<file path="src/rtl/lif_neuron_layer.sv">
// lif_neuron_layer: time-multiplexed layer of leaky integrate-and-fire neurons.
// One shared binary-weight accumulate / decay / reset datapath evaluates one
// neuron per clock. An accepted input spike vector runs one timestep across all
// neurons and produces one output spike vector.
//
// Optional feature macro: LIF_REFRACTORY_EN
//   When defined, adds parameter REFRACTORY_STEPS and a per-neuron refractory
//   counter that blocks input and firing for that many timesteps after a spike.
module lif_neuron_layer #(
  parameter int N_INPUTS      = 8,
  parameter int N_NEURONS     = 4,
  parameter int MEMBRANE_BITS = 6
`ifdef LIF_REFRACTORY_EN
  ,
  parameter int REFRACTORY_STEPS = 2
`endif
) (
  input  logic                           clk,
  input  logic                           reset,
  input  logic [2:0]                     cfg_shift,
  input  logic [MEMBRANE_BITS-2:0]       cfg_threshold,
  input  logic                           w_we,
  input  logic [$clog2(N_NEURONS)-1:0]   w_addr,
  input  logic [N_INPUTS-1:0]            w_row,
  input  logic                           clear_state,
  input  logic                           in_valid,
  output logic                           in_ready,
  input  logic [N_INPUTS-1:0]            in_spikes,
  output logic                           out_valid,
  input  logic                           out_ready,
  output logic [N_NEURONS-1:0]           out_spikes,
  output logic                           busy
);

  localparam int IDX_W = $clog2(N_NEURONS);
  // Two guard bits cover psp + decayed membrane - threshold without wrap.
  localparam int ACC_W = MEMBRANE_BITS + 2;

  localparam logic [IDX_W-1:0]        IDX_ONE  = {{(IDX_W-1){1'b0}}, 1'b1};
  localparam logic [IDX_W-1:0]        IDX_LAST = IDX_W'(N_NEURONS - 1);
  localparam logic signed [ACC_W-1:0] ACC_ONE  = {{(ACC_W-1){1'b0}}, 1'b1};
  localparam logic signed [ACC_W-1:0] U_MAX    = {3'b000, {(MEMBRANE_BITS-1){1'b1}}};
  localparam logic signed [ACC_W-1:0] U_MIN    = {3'b111, {(MEMBRANE_BITS-1){1'b0}}};

  typedef enum logic [1:0] {
    ST_IDLE    = 2'd0,
    ST_COMPUTE = 2'd1,
    ST_DONE    = 2'd2
  } state_t;

  state_t                           state_r;
  state_t                           state_next_s;
  logic [IDX_W-1:0]                 idx_r;
  logic                             idx_last_s;
  logic [N_INPUTS-1:0]              in_lat_r;
  logic [N_INPUTS-1:0]              w_r [N_NEURONS];
  logic signed [MEMBRANE_BITS-1:0]  mem_r [N_NEURONS];
  logic [N_NEURONS-1:0]             spike_r;
  logic                             in_ready_r;
  logic                             out_valid_r;
  logic                             busy_r;

  // Shared datapath signals for the neuron selected by idx_r.
  logic signed [ACC_W-1:0]          psp_s;
  logic signed [ACC_W-1:0]          psp_eff_s;
  logic signed [ACC_W-1:0]          u_ext_s;
  logic signed [ACC_W-1:0]          decayed_s;
  logic signed [ACC_W-1:0]          thr_s;
  logic signed [ACC_W-1:0]          sub_s;
  logic signed [ACC_W-1:0]          acc_s;
  logic signed [ACC_W-1:0]          sat_s;
  logic signed [MEMBRANE_BITS-1:0]  new_u_s;
  logic                             fire_s;
  logic                             spike_s;
  logic                             refr_s;

  // Binary-weight dot product: active inputs add +1 where the weight bit is 1
  // and -1 where it is 0; inactive inputs contribute nothing.
  function automatic logic signed [ACC_W-1:0] binary_dot(
    input logic [N_INPUTS-1:0] spikes,
    input logic [N_INPUTS-1:0] row
  );
    logic signed [ACC_W-1:0] sum;
    sum = '0;
    for (int j = 0; j < N_INPUTS; j++) begin
      if (spikes[j]) begin
        if (row[j]) begin
          sum = sum + ACC_ONE;
        end else begin
          sum = sum - ACC_ONE;
        end
      end else begin
        sum = sum;
      end
    end
    return sum;
  endfunction

  assign idx_last_s = (idx_r == IDX_LAST);

  // FSM state register.
  always_ff @(posedge clk or posedge reset) begin
    if (reset) begin
      state_r <= ST_IDLE;
    end else begin
      state_r <= state_next_s;
    end
  end

  // FSM next-state logic.
  always_comb begin
    state_next_s = state_r;
    case (state_r)
      ST_IDLE: begin
        if (in_valid) begin
          state_next_s = ST_COMPUTE;
        end else begin
          state_next_s = ST_IDLE;
        end
      end
      ST_COMPUTE: begin
        if (idx_last_s) begin
          state_next_s = ST_DONE;
        end else begin
          state_next_s = ST_COMPUTE;
        end
      end
      ST_DONE: begin
        if (out_ready) begin
          state_next_s = ST_IDLE;
        end else begin
          state_next_s = ST_DONE;
        end
      end
      default: begin
        state_next_s = ST_IDLE;
      end
    endcase
  end

  // Input latch, neuron index and registered handshake/status outputs.
  always_ff @(posedge clk or posedge reset) begin
    if (reset) begin
      in_lat_r    <= '0;
      idx_r       <= '0;
      in_ready_r  <= 1'b1;
      out_valid_r <= 1'b0;
      busy_r      <= 1'b0;
    end else begin
      in_ready_r  <= (state_next_s == ST_IDLE);
      out_valid_r <= (state_next_s == ST_DONE);
      busy_r      <= (state_next_s != ST_IDLE);
      case (state_r)
        ST_IDLE: begin
          if (in_valid) begin
            in_lat_r <= in_spikes;
            idx_r    <= '0;
          end
        end
        ST_COMPUTE: begin
          if (!idx_last_s) begin
            idx_r <= idx_r + IDX_ONE;
          end
        end
        default: begin
          idx_r <= idx_r;
        end
      endcase
    end
  end

  // Weight rows may only change between timesteps.
  always_ff @(posedge clk or posedge reset) begin
    if (reset) begin
      for (int i = 0; i < N_NEURONS; i++) begin
        w_r[i] <= '0;
      end
    end else if ((state_r == ST_IDLE) && w_we && (int'(w_addr) < N_NEURONS)) begin
      w_r[w_addr] <= w_row;
    end
  end

`ifdef LIF_REFRACTORY_EN
  localparam int REF_W = $clog2(REFRACTORY_STEPS + 1);
  localparam logic [REF_W-1:0] REF_LOAD = REF_W'(REFRACTORY_STEPS);
  localparam logic [REF_W-1:0] REF_ONE  = REF_W'(1);

  logic [REF_W-1:0] ref_cnt_r [N_NEURONS];

  assign refr_s = (ref_cnt_r[idx_r] != '0);

  // Refractory counter of the neuron being evaluated: count down while
  // refractory, reload on a fresh spike.
  always_ff @(posedge clk or posedge reset) begin
    if (reset) begin
      for (int i = 0; i < N_NEURONS; i++) begin
        ref_cnt_r[i] <= '0;
      end
    end else if (state_r == ST_COMPUTE) begin
      if (refr_s) begin
        ref_cnt_r[idx_r] <= ref_cnt_r[idx_r] - REF_ONE;
      end else if (fire_s) begin
        ref_cnt_r[idx_r] <= REF_LOAD;
      end
    end
  end
`else
  assign refr_s = 1'b0;
`endif

  // Leak, integrate, subtract-on-spike and saturate for the selected neuron.
  always_comb begin
    psp_s     = binary_dot(in_lat_r, w_r[idx_r]);
    psp_eff_s = psp_s;
    if (refr_s) begin
      psp_eff_s = '0;
    end else begin
      psp_eff_s = psp_s;
    end
    u_ext_s = {{2{mem_r[idx_r][MEMBRANE_BITS-1]}}, mem_r[idx_r]};
    // Shift 0 means no leak rather than a full discharge.
    if (cfg_shift == 3'd0) begin
      decayed_s = u_ext_s;
    end else begin
      decayed_s = u_ext_s - (u_ext_s >>> cfg_shift);
    end
    thr_s = {3'b000, cfg_threshold};
    if (spike_r[idx_r]) begin
      sub_s = thr_s;
    end else begin
      sub_s = '0;
    end
    acc_s = psp_eff_s + decayed_s - sub_s;
    if (acc_s > U_MAX) begin
      sat_s = U_MAX;
    end else if (acc_s < U_MIN) begin
      sat_s = U_MIN;
    end else begin
      sat_s = acc_s;
    end
    new_u_s = sat_s[MEMBRANE_BITS-1:0];
    fire_s  = (sat_s >= thr_s);
    spike_s = fire_s & ~refr_s;
  end

  // Per-neuron membrane and spike state; clear only between timesteps.
  always_ff @(posedge clk or posedge reset) begin
    if (reset) begin
      for (int i = 0; i < N_NEURONS; i++) begin
        mem_r[i] <= '0;
      end
      spike_r <= '0;
    end else if ((state_r == ST_IDLE) && clear_state) begin
      for (int i = 0; i < N_NEURONS; i++) begin
        mem_r[i] <= '0;
      end
      spike_r <= '0;
    end else if (state_r == ST_COMPUTE) begin
      mem_r[idx_r]   <= new_u_s;
      spike_r[idx_r] <= spike_s;
    end
  end

  assign in_ready   = in_ready_r;
  assign out_valid  = out_valid_r;
  assign busy       = busy_r;
  assign out_spikes = spike_r;

endmodule

</file>
<file path="config.mk">
export PLATFORM = sky130hd
export DESIGN_NAME = lif_neuron_layer
export DESIGN_NICKNAME = d
export VERILOG_FILES = /design/src/rtl/lif_neuron_layer.sv
export SDC_FILE = /design/constraint.sdc
export NUM_CORES = 1
export LEC_CHECK = 0
export ABC_CLOCK_PERIOD_IN_PS = 12200
export BUFFER_PORTS_ARGS = -buffer_cell sky130_fd_sc_hd__buf_2
export CORE_AREA = 8 8 124 126
export DETAILED_ROUTE_END_ITERATION = 8
export DIE_AREA = 0 0 132 134
export GPL_TIMING_DRIVEN = 1
export PLACE_DENSITY = 0.67
export SLEW_MARGIN = 0
export SYNTH_ARGS = -nofsm -noshare
export SYNTH_HDL_FRONTEND = slang
export SYNTH_SLANG_ARGS = --single-unit
</file>
<file path="constraint.sdc">
create_clock -name clk -period 12.2 [get_ports clk]
set_input_delay 2.44 -clock clk [delete_from_list [all_inputs] [get_ports clk]]
set_output_delay 2.44 -clock clk [all_outputs]
set_load 0.1 [all_outputs]
</file>
==> results of run 1 <==
cells in the final DEF, fill, tap and decap left out, drive strengths merged, types with 3 or more instances in the layout:
cell type and count:
mux4 15, o21ai 58, o21bai 7, mux2i 11, fa 15, a21oi 43, nor2b 6, and2 3
nand3 3, nand4 4, inv 61, ha 58, a2111oi 3, a21o 28, a31oi 6, nor2 33
dfrtp 74, buf 70, nand2b 8, clkbuf 9, xnor2 35, o21a 3, mux2 53, nand2 73
a211oi 9, xnor3 4, xor2 7, nor3 9
flip-flops by register name, summed over array words and instances (netlist names):
register,flops
w_r,32
out_valid,1
in_lat_r,8
busy,1
state_r,2
idx_r,2
out_spikes,4
in_ready,1
mem_r,24
through the flow:
stage	std cells	worst slack, ns	hold WS (ns)
floorplan	675	0.0516	0.445
global placement	896	0.0484	0.460
detailed placement	896	-0.473	0.473
CTS	912	0.00261	0.487
global route	924	-0.132	0.506
finish	924	0.463	0.485
layer usage:
metal  vias to the layer above  share of wire (%)  GRT usage, %
met5                         -                  0             0
li1                       2541                  -             -
met2                       114                 50          31.0
met4                         0                2.1          6.45
met1                      2604                 44          22.1
met3                        29                3.5          3.25
logic make-up after synthesis:
logic type / Yosys count / share of synthesized area [%]
flip-flops: 75 / 28.5
XOR/XNOR: 47 / 7.87
buffers and inverters: 76 / 4.55
multiplexers: 79 / 15.8
AND/OR/NAND/NOR: 150 / 10.6
adder cells (fa/ha/maj): 73 / 15.6
AO/OA/AOI/OAI: 175 / 17.1
final timing paths:
path                                 startpoint                   endpoint  slack (ns)  depth (start not counted)
hold / removal             mem_r[8]$_DFFE_PP0P_       mem_r[8]$_DFFE_PP0P_        0.48                          2
max in group asynchronous                 reset    in_lat_r[6]$_DFFE_PP0P_        9.17                          3
hold reg to reg            mem_r[8]$_DFFE_PP0P_       mem_r[8]$_DFFE_PP0P_        0.48                          2
setup reg to reg           idx_r[0]$_DFFE_PP0P_  out_spikes[3]$_DFFE_PP0P_        0.46                         62
min in group asynchronous                 reset         w_r[0]$_DFFE_PP0P_        2.39                          3
setup / recovery           idx_r[0]$_DFFE_PP0P_  out_spikes[3]$_DFFE_PP0P_        0.46                         62
synth_stat cells (2+ instances only):
library cell	number	area share, %
o21ai_0	44	3.3
ha_1	58	11
inv_1	59	3.4
mux2i_1	11	1.7
nand2b_1	8	0.76
a2111oi_0	2	0.27
a21oi_1	39	3.0
nor3_1	8	0.61
dfrtp_1	74	28
a211oi_1	9	1.0
xnor2_1	33	4.4
mux4_2	15	5.1
a21oi_2	4	0.53
nor2b_1	6	0.57
a22o_1	2	0.27
nand4b_1	2	0.27
o21ai_1	13	0.99
xor2_1	6	0.80
and2_1	3	0.28
nand3_1	3	0.23
clkbuf_1	14	0.80
o21bai_1	6	0.68
nand4_1	3	0.28
nand2_1	73	4.2
xnor3_1	2	0.68
xnor3_2	2	0.72
o2111ai_1	2	0.27
o21a_1	3	0.34
nor2_1	32	1.8
a22oi_1	2	0.23
o211ai_1	2	0.23
a21o_1	28	3.2
a31oi_1	6	0.57
buf_6	2	0.34
mux2_2	53	9.1
fa_1	15	4.6
cell type report:
cell class                      count  share of cell area, %
Clock buffer                        9                   2.83
Sequential cell                    75                   23.6
Clock inverter                      7                   1.24
Inverter                           59                   2.81
Timing Repair Buffer               70                   5.46
Multi-Input combinational cell    524                   61.2
Tap cell                          180                   2.83
repair_timing:
item / in CTS / in global routing
buffers inserted: 0 / 12
endpoints found under the setup margin: 4 / 4
pin swaps: 0 / 42
hold buffers: 0 / 0
gates resized for setup: 17 / 73
worst max-delay path, delay by kind of cell (launching register included):
kind / cells / cell delay, ns
fa+ha+maj: 12 / 3.55
flops: 1 / 0.39
compound gates: 19 / 2.96
buf+inv: 9 / 0.60
simple gates: 11 / 1.62
xor+xnor: 7 / 1.28
mux: 4 / 1.23
==> reports/results.tsv, run 1 <==
stage	metric	value	unit
critical_path	path_common_cell	ha_4	
synthesis	ys_ff_latch	75	
layout	regArea	0.00188	mm^2
route	ant_nets	0	
floorplan	coreArea	0.0135	mm^2
synthesis	syn-instance-count	675	
critical_path	arrival	11.94	ns
timing	skew	0.00916	ns
timing	setup_tns	0	ns
place	dp_hpwl	11.8	mm
route	drt_iter0_markers	283	
critical_path	critPathMaxFanout	5	
cts	worstSkewPairLatency	0.34	ns
timing	slew_headroom	36.0	%
layout	final_cell_area	0.00796	mm^2
floorplan	fp.dieW	132	um
synthesis	netlist_area	0.00659	mm^2
floorplan	io_pins	39	
global_route	grt-ovfl-total	0	
cts	htree_num_levels	3	
floorplan	die_height	134	um
critical_path	crit_required	12.41	ns
global_route	grtUsageTotal	18.0	%
layout	num_antenna_cells	0	
critical_path	endpoint_kind	flip-flop	
route	vias_per_cell	5.72	
critical_path	max_stage_delay	0.53	ns
place	io_buffers	38	
synthesis	yosysWarningCount	0	
synthesis	avgSynthCellArea	9.77	um^2
global_route	antenna_found_initial	0	
global_route	grt_max_degree	76	
cts	cts_tree	yes	
synthesis	synth-main-ff-cell	dfrtp_1	
cts	path_clk_slew	0.06	ns
route	wl_per_cell	17.6	um
floorplan	placementRows	43	
route	totalWireLength	16.3	mm
route	vias	5288	
timing	drv_slew	0	
critical_path	crit_slowest_cell	mux4_2	
floorplan	fp.dieArea	0.0177	mm^2
synthesis	seq_area_frac_synth	28.5	%
timing	tightest_slew	0.960	ns
synthesis	synth_edf_count	0	
synthesis	synth-async-reset-ratio	100	%
synthesis	syn-num-nets	780	
global_route	grt_pass1_wl	26.2	mm
timing	finalCritPeriodShare	96.2	%
timing	hold_viol	0	
cts	cts-root-buf	clkbuf_16	
floorplan	initial_utilization	48.8	%
layout	nFillCells	1145	
global_route	first_global_vias	5377	
synthesis	synth_cell_types	67	
timing	setup_violations	0	
route	firstDrtPassIters	5	
place	dpl-instance-area	0.00708	mm^2
layout	area_growth	20.7	%
cts	cts.sinks	75	
critical_path	worst-setup-path-type	flip-flop to flip-flop	
flow_run	cap_viol_max_count	0	
critical_path	start_kind	flip-flop	
layout	multi_input_area	0.00487	mm^2
cts	cts_buffers	9	
timing	period_needed	11.74	ns
timing	fmax	0.0852	GHz
layout	post-route-util	58.9	%
layout	final_nets	844	
worst_hold_path	min-delay-path-class	flip-flop to flip-flop	
place	gp_congestion	0.865	
route	drc_errors	0	
cts	cts.path.max_buffers	2	
run_status	status	completed	
layout	drive_gt1_share	32.1	%
Power of run 1 is left out: the tool's default activity adds up to more than one toggle a clock period on the data nets, which glitch-free logic cannot reach.
==> inputs of run 2 (changes only) <==
- CORE_AREA: 8 8 124 126 -> 8 8 172 174
- DIE_AREA: 0 0 132 134 -> 0 0 180 182
- PLACE_DENSITY: 0.67 -> 0.38
==> run 2 against run 1 <==
Critical path depth shrank 2. Clock skew grew 0.0018 ns. Worst setup slack gained 0.21 ns. First-iteration DRC count shrank 19%. Routed wire length grew 8.0%. Sequential cell count is the same. Design area grew 1.7%. Via count shrank 3.0%. Count of clock-buffer cells in the layout grew 1. Critical path type unchanged. Largest cell class unchanged. Highest routed layer unchanged.
==> reports/results.tsv, run 2 (same netlist as run 1, synthesis figures left out) <==
stage	metric	value	unit	change
timing	tightest_slew	0.994	ns	+0.0337 ns
cts	cts_buffers	9		unchanged
floorplan	fp.dieW	180	um	+36%
cts	htree_num_levels	3		unchanged
worst_hold_path	min_from	mem_r[21]$_DFFE_PP0P_		
route	vias_per_cell	4.67		-18%
layout	nFillCells	2778		+140%
critical_path	arrival	11.73	ns	-0.21 ns
critical_path	worst-setup-path-type	flip-flop to flip-flop		
cts	cts_hold_buffers	0		unchanged
cts	cts-root-buf	clkbuf_16		
layout	final_cell_mix	dfrtp_1, nand2_1, inv_1, mux2_2, ha_1		
critical_path	start_kind	flip-flop		
place	io_buffers	38		unchanged
worst_hold_path	hold_depth	2		unchanged
cts	path_clk_slew	0.06	ns	about the same
layout	regArea	0.00188	mm^2	unchanged
critical_path	max_stage_delay	0.52	ns	about the same
layout	top_register	w_r		
critical_path	path_common_cell	ha_1		
place	gp_congestion	0.784		-9.3%
layout	area_growth	22.7	%	
cts	cts_tree	yes		
layout	largest_register_ffs	32		unchanged
worst_hold_path	min_to	mem_r[21]$_DFFE_PP0P_		
layout	multi_input_area	0.00472	mm^2	-3.2%
critical_path	crit_required	12.41	ns	about the same
critical_path	reg2reg_to	out_spikes[0]$_DFFE_PP0P_		
global_route	first_global_vias	5316		-1.1%
timing	setup_violations	0		unchanged
global_route	grtUsageTotal	10.7	%	-7.3 points
layout	final_cell_area	0.00809	mm^2	+1.7%
critical_path	endpoint_kind	flip-flop		
timing	slew_headroom	33.7	%	-2.2 points
route	firstDrtPassIters	4		-1
global_route	grt_max_degree	76		unchanged
floorplan	fp.dieArea	0.0328	mm^2	+85%
critical_path	rrSetupSlack	0.67	ns	+0.21 ns
worst_hold_path	min-delay-path-class	flip-flop to flip-flop		
place	dp_hpwl	13.5	mm	+15%
route	ant_nets	0		unchanged
timing	finalCritPeriodShare	94.5	%	-1.7 points
global_route	grt-ovfl-total	0		unchanged
cts	worstSkewPairLatency	0.33	ns	about the same
cts	cts.sinks	75		unchanged
timing	period_needed	11.53	ns	-0.212 ns
critical_path	crit_slowest_cell	mux4_2		
timing	hold_viol	0		unchanged
floorplan	coreArea	0.0267	mm^2	+97%
layout	final_common_cell	dfrtp_1		
cts	cts.path.max_buffers	2		unchanged
route	drc_errors	0		unchanged
route	drt_iter0_markers	228		-19%
timing	fin_hold_ws	0.479	ns	-0.00597 ns
floorplan	io_pins	39		unchanged
timing	skew	0.0109	ns	+0.00179 ns
global_route	grt_pass1_wl	28.5	mm	+8.8%
run_status	status	completed		
place	dpl-instance-area	0.00745	mm^2	+5.2%
critical_path	worstReg2RegStart	idx_r[0]$_DFFE_PP0P_		
route	vias	5127		-3.0%
layout	num_antenna_cells	0		unchanged
global_route	antenna_found_initial	0		unchanged
layout	reg_top3	w_r (32), mem_r (24), in_lat_r (8)		
layout	drive_gt1_share	30.8	%	-1.3 points
floorplan	die_height	182	um	+36%
critical_path	critPathMaxFanout	5		unchanged
floorplan	initial_utilization	24.7	%	-24 points
flow_run	cap_viol_max_count	0		unchanged
timing	fmax	0.0868	GHz	+1.8%
critical_path	r2r_cells	60		-3.2%
layout	final_nets	856		+1.4%
timing	drv_slew	0		unchanged
route	totalWireLength	17.6	mm	+8.0%
floorplan	placementRows	60		+40%
route	wl_per_cell	16.0	um	-9.0%
run 2: timing repair:
| item | CTS | global route |
|---|---|---|
| endpoints found under the setup margin | 4 | 4 |
| pin swaps | 1 | 24 |
| resized for setup | 6 | 51 |
| setup buffers | 0 | 3 |
run 2: routing by layer:
layer / GRT usage [%] / wire [um]
met5: 0 / 0
met1: 14.1 / 8620
met2: 18.5 / 8430
met3: 1.20 / 400
met4: 2.37 / 141
run 2: how the worst max path moves through the flow:
stage / start / cells past startpoint / end
after CTS: idx_r[0]$_DFFE_PP0P_ / 57 / out_spikes[2]$_DFFE_PP0P_
final: idx_r[0]$_DFFE_PP0P_ / 60 / out_spikes[0]$_DFFE_PP0P_
after global placement: idx_r[0]$_DFFE_PP0P_ / 58 / out_spikes[1]$_DFFE_PP0P_
after floorplan: idx_r[0]$_DFFE_PP0P_ / 59 / out_spikes[0]$_DFFE_PP0P_
after global routing: idx_r[0]$_DFFE_PP0P_ / 60 / out_spikes[3]$_DFFE_PP0P_
after detailed placement: idx_r[0]$_DFFE_PP0P_ / 59 / out_spikes[2]$_DFFE_PP0P_
run 2: final cells by class:
cell class | instances | share of cell area [%]
multi-input combinational | 524 | 58.3
sequential | 75 | 23.2
timing repair buffer | 82 | 6.48
tap | 341 | 5.27
clock buffer | 10 | 2.83
inverter | 59 | 2.75
clock inverter | 6 | 1.19
run 2: worst max-delay path: cells and delay by family, from the launching register on:
kind	cells	cell delay [ns]
XOR/XNOR	7	1.23
multiplexers	4	1.20
flip-flops	1	0.41
AND/OR/NAND/NOR	12	1.70
AO/OA/AOI/OAI	18	2.97
buffers and inverters	7	0.47
adder cells (fa/ha/maj)	12	3.42
run 2: per-stage QoR:
step                utilization [%]  worst slack [ns]  TNS, ns  std cells
finish                         30.4             0.675        0       1097
CTS                            29.3            0.0426        0       1094
detailed placement             28.0            -0.259    -1.00       1078
global placement               28.0           -0.0130  -0.0458       1078
floorplan                         -            0.0516        0        675
global route                   30.4           -0.0239  -0.0757       1097
Power of run 2 is left out for the same reason.
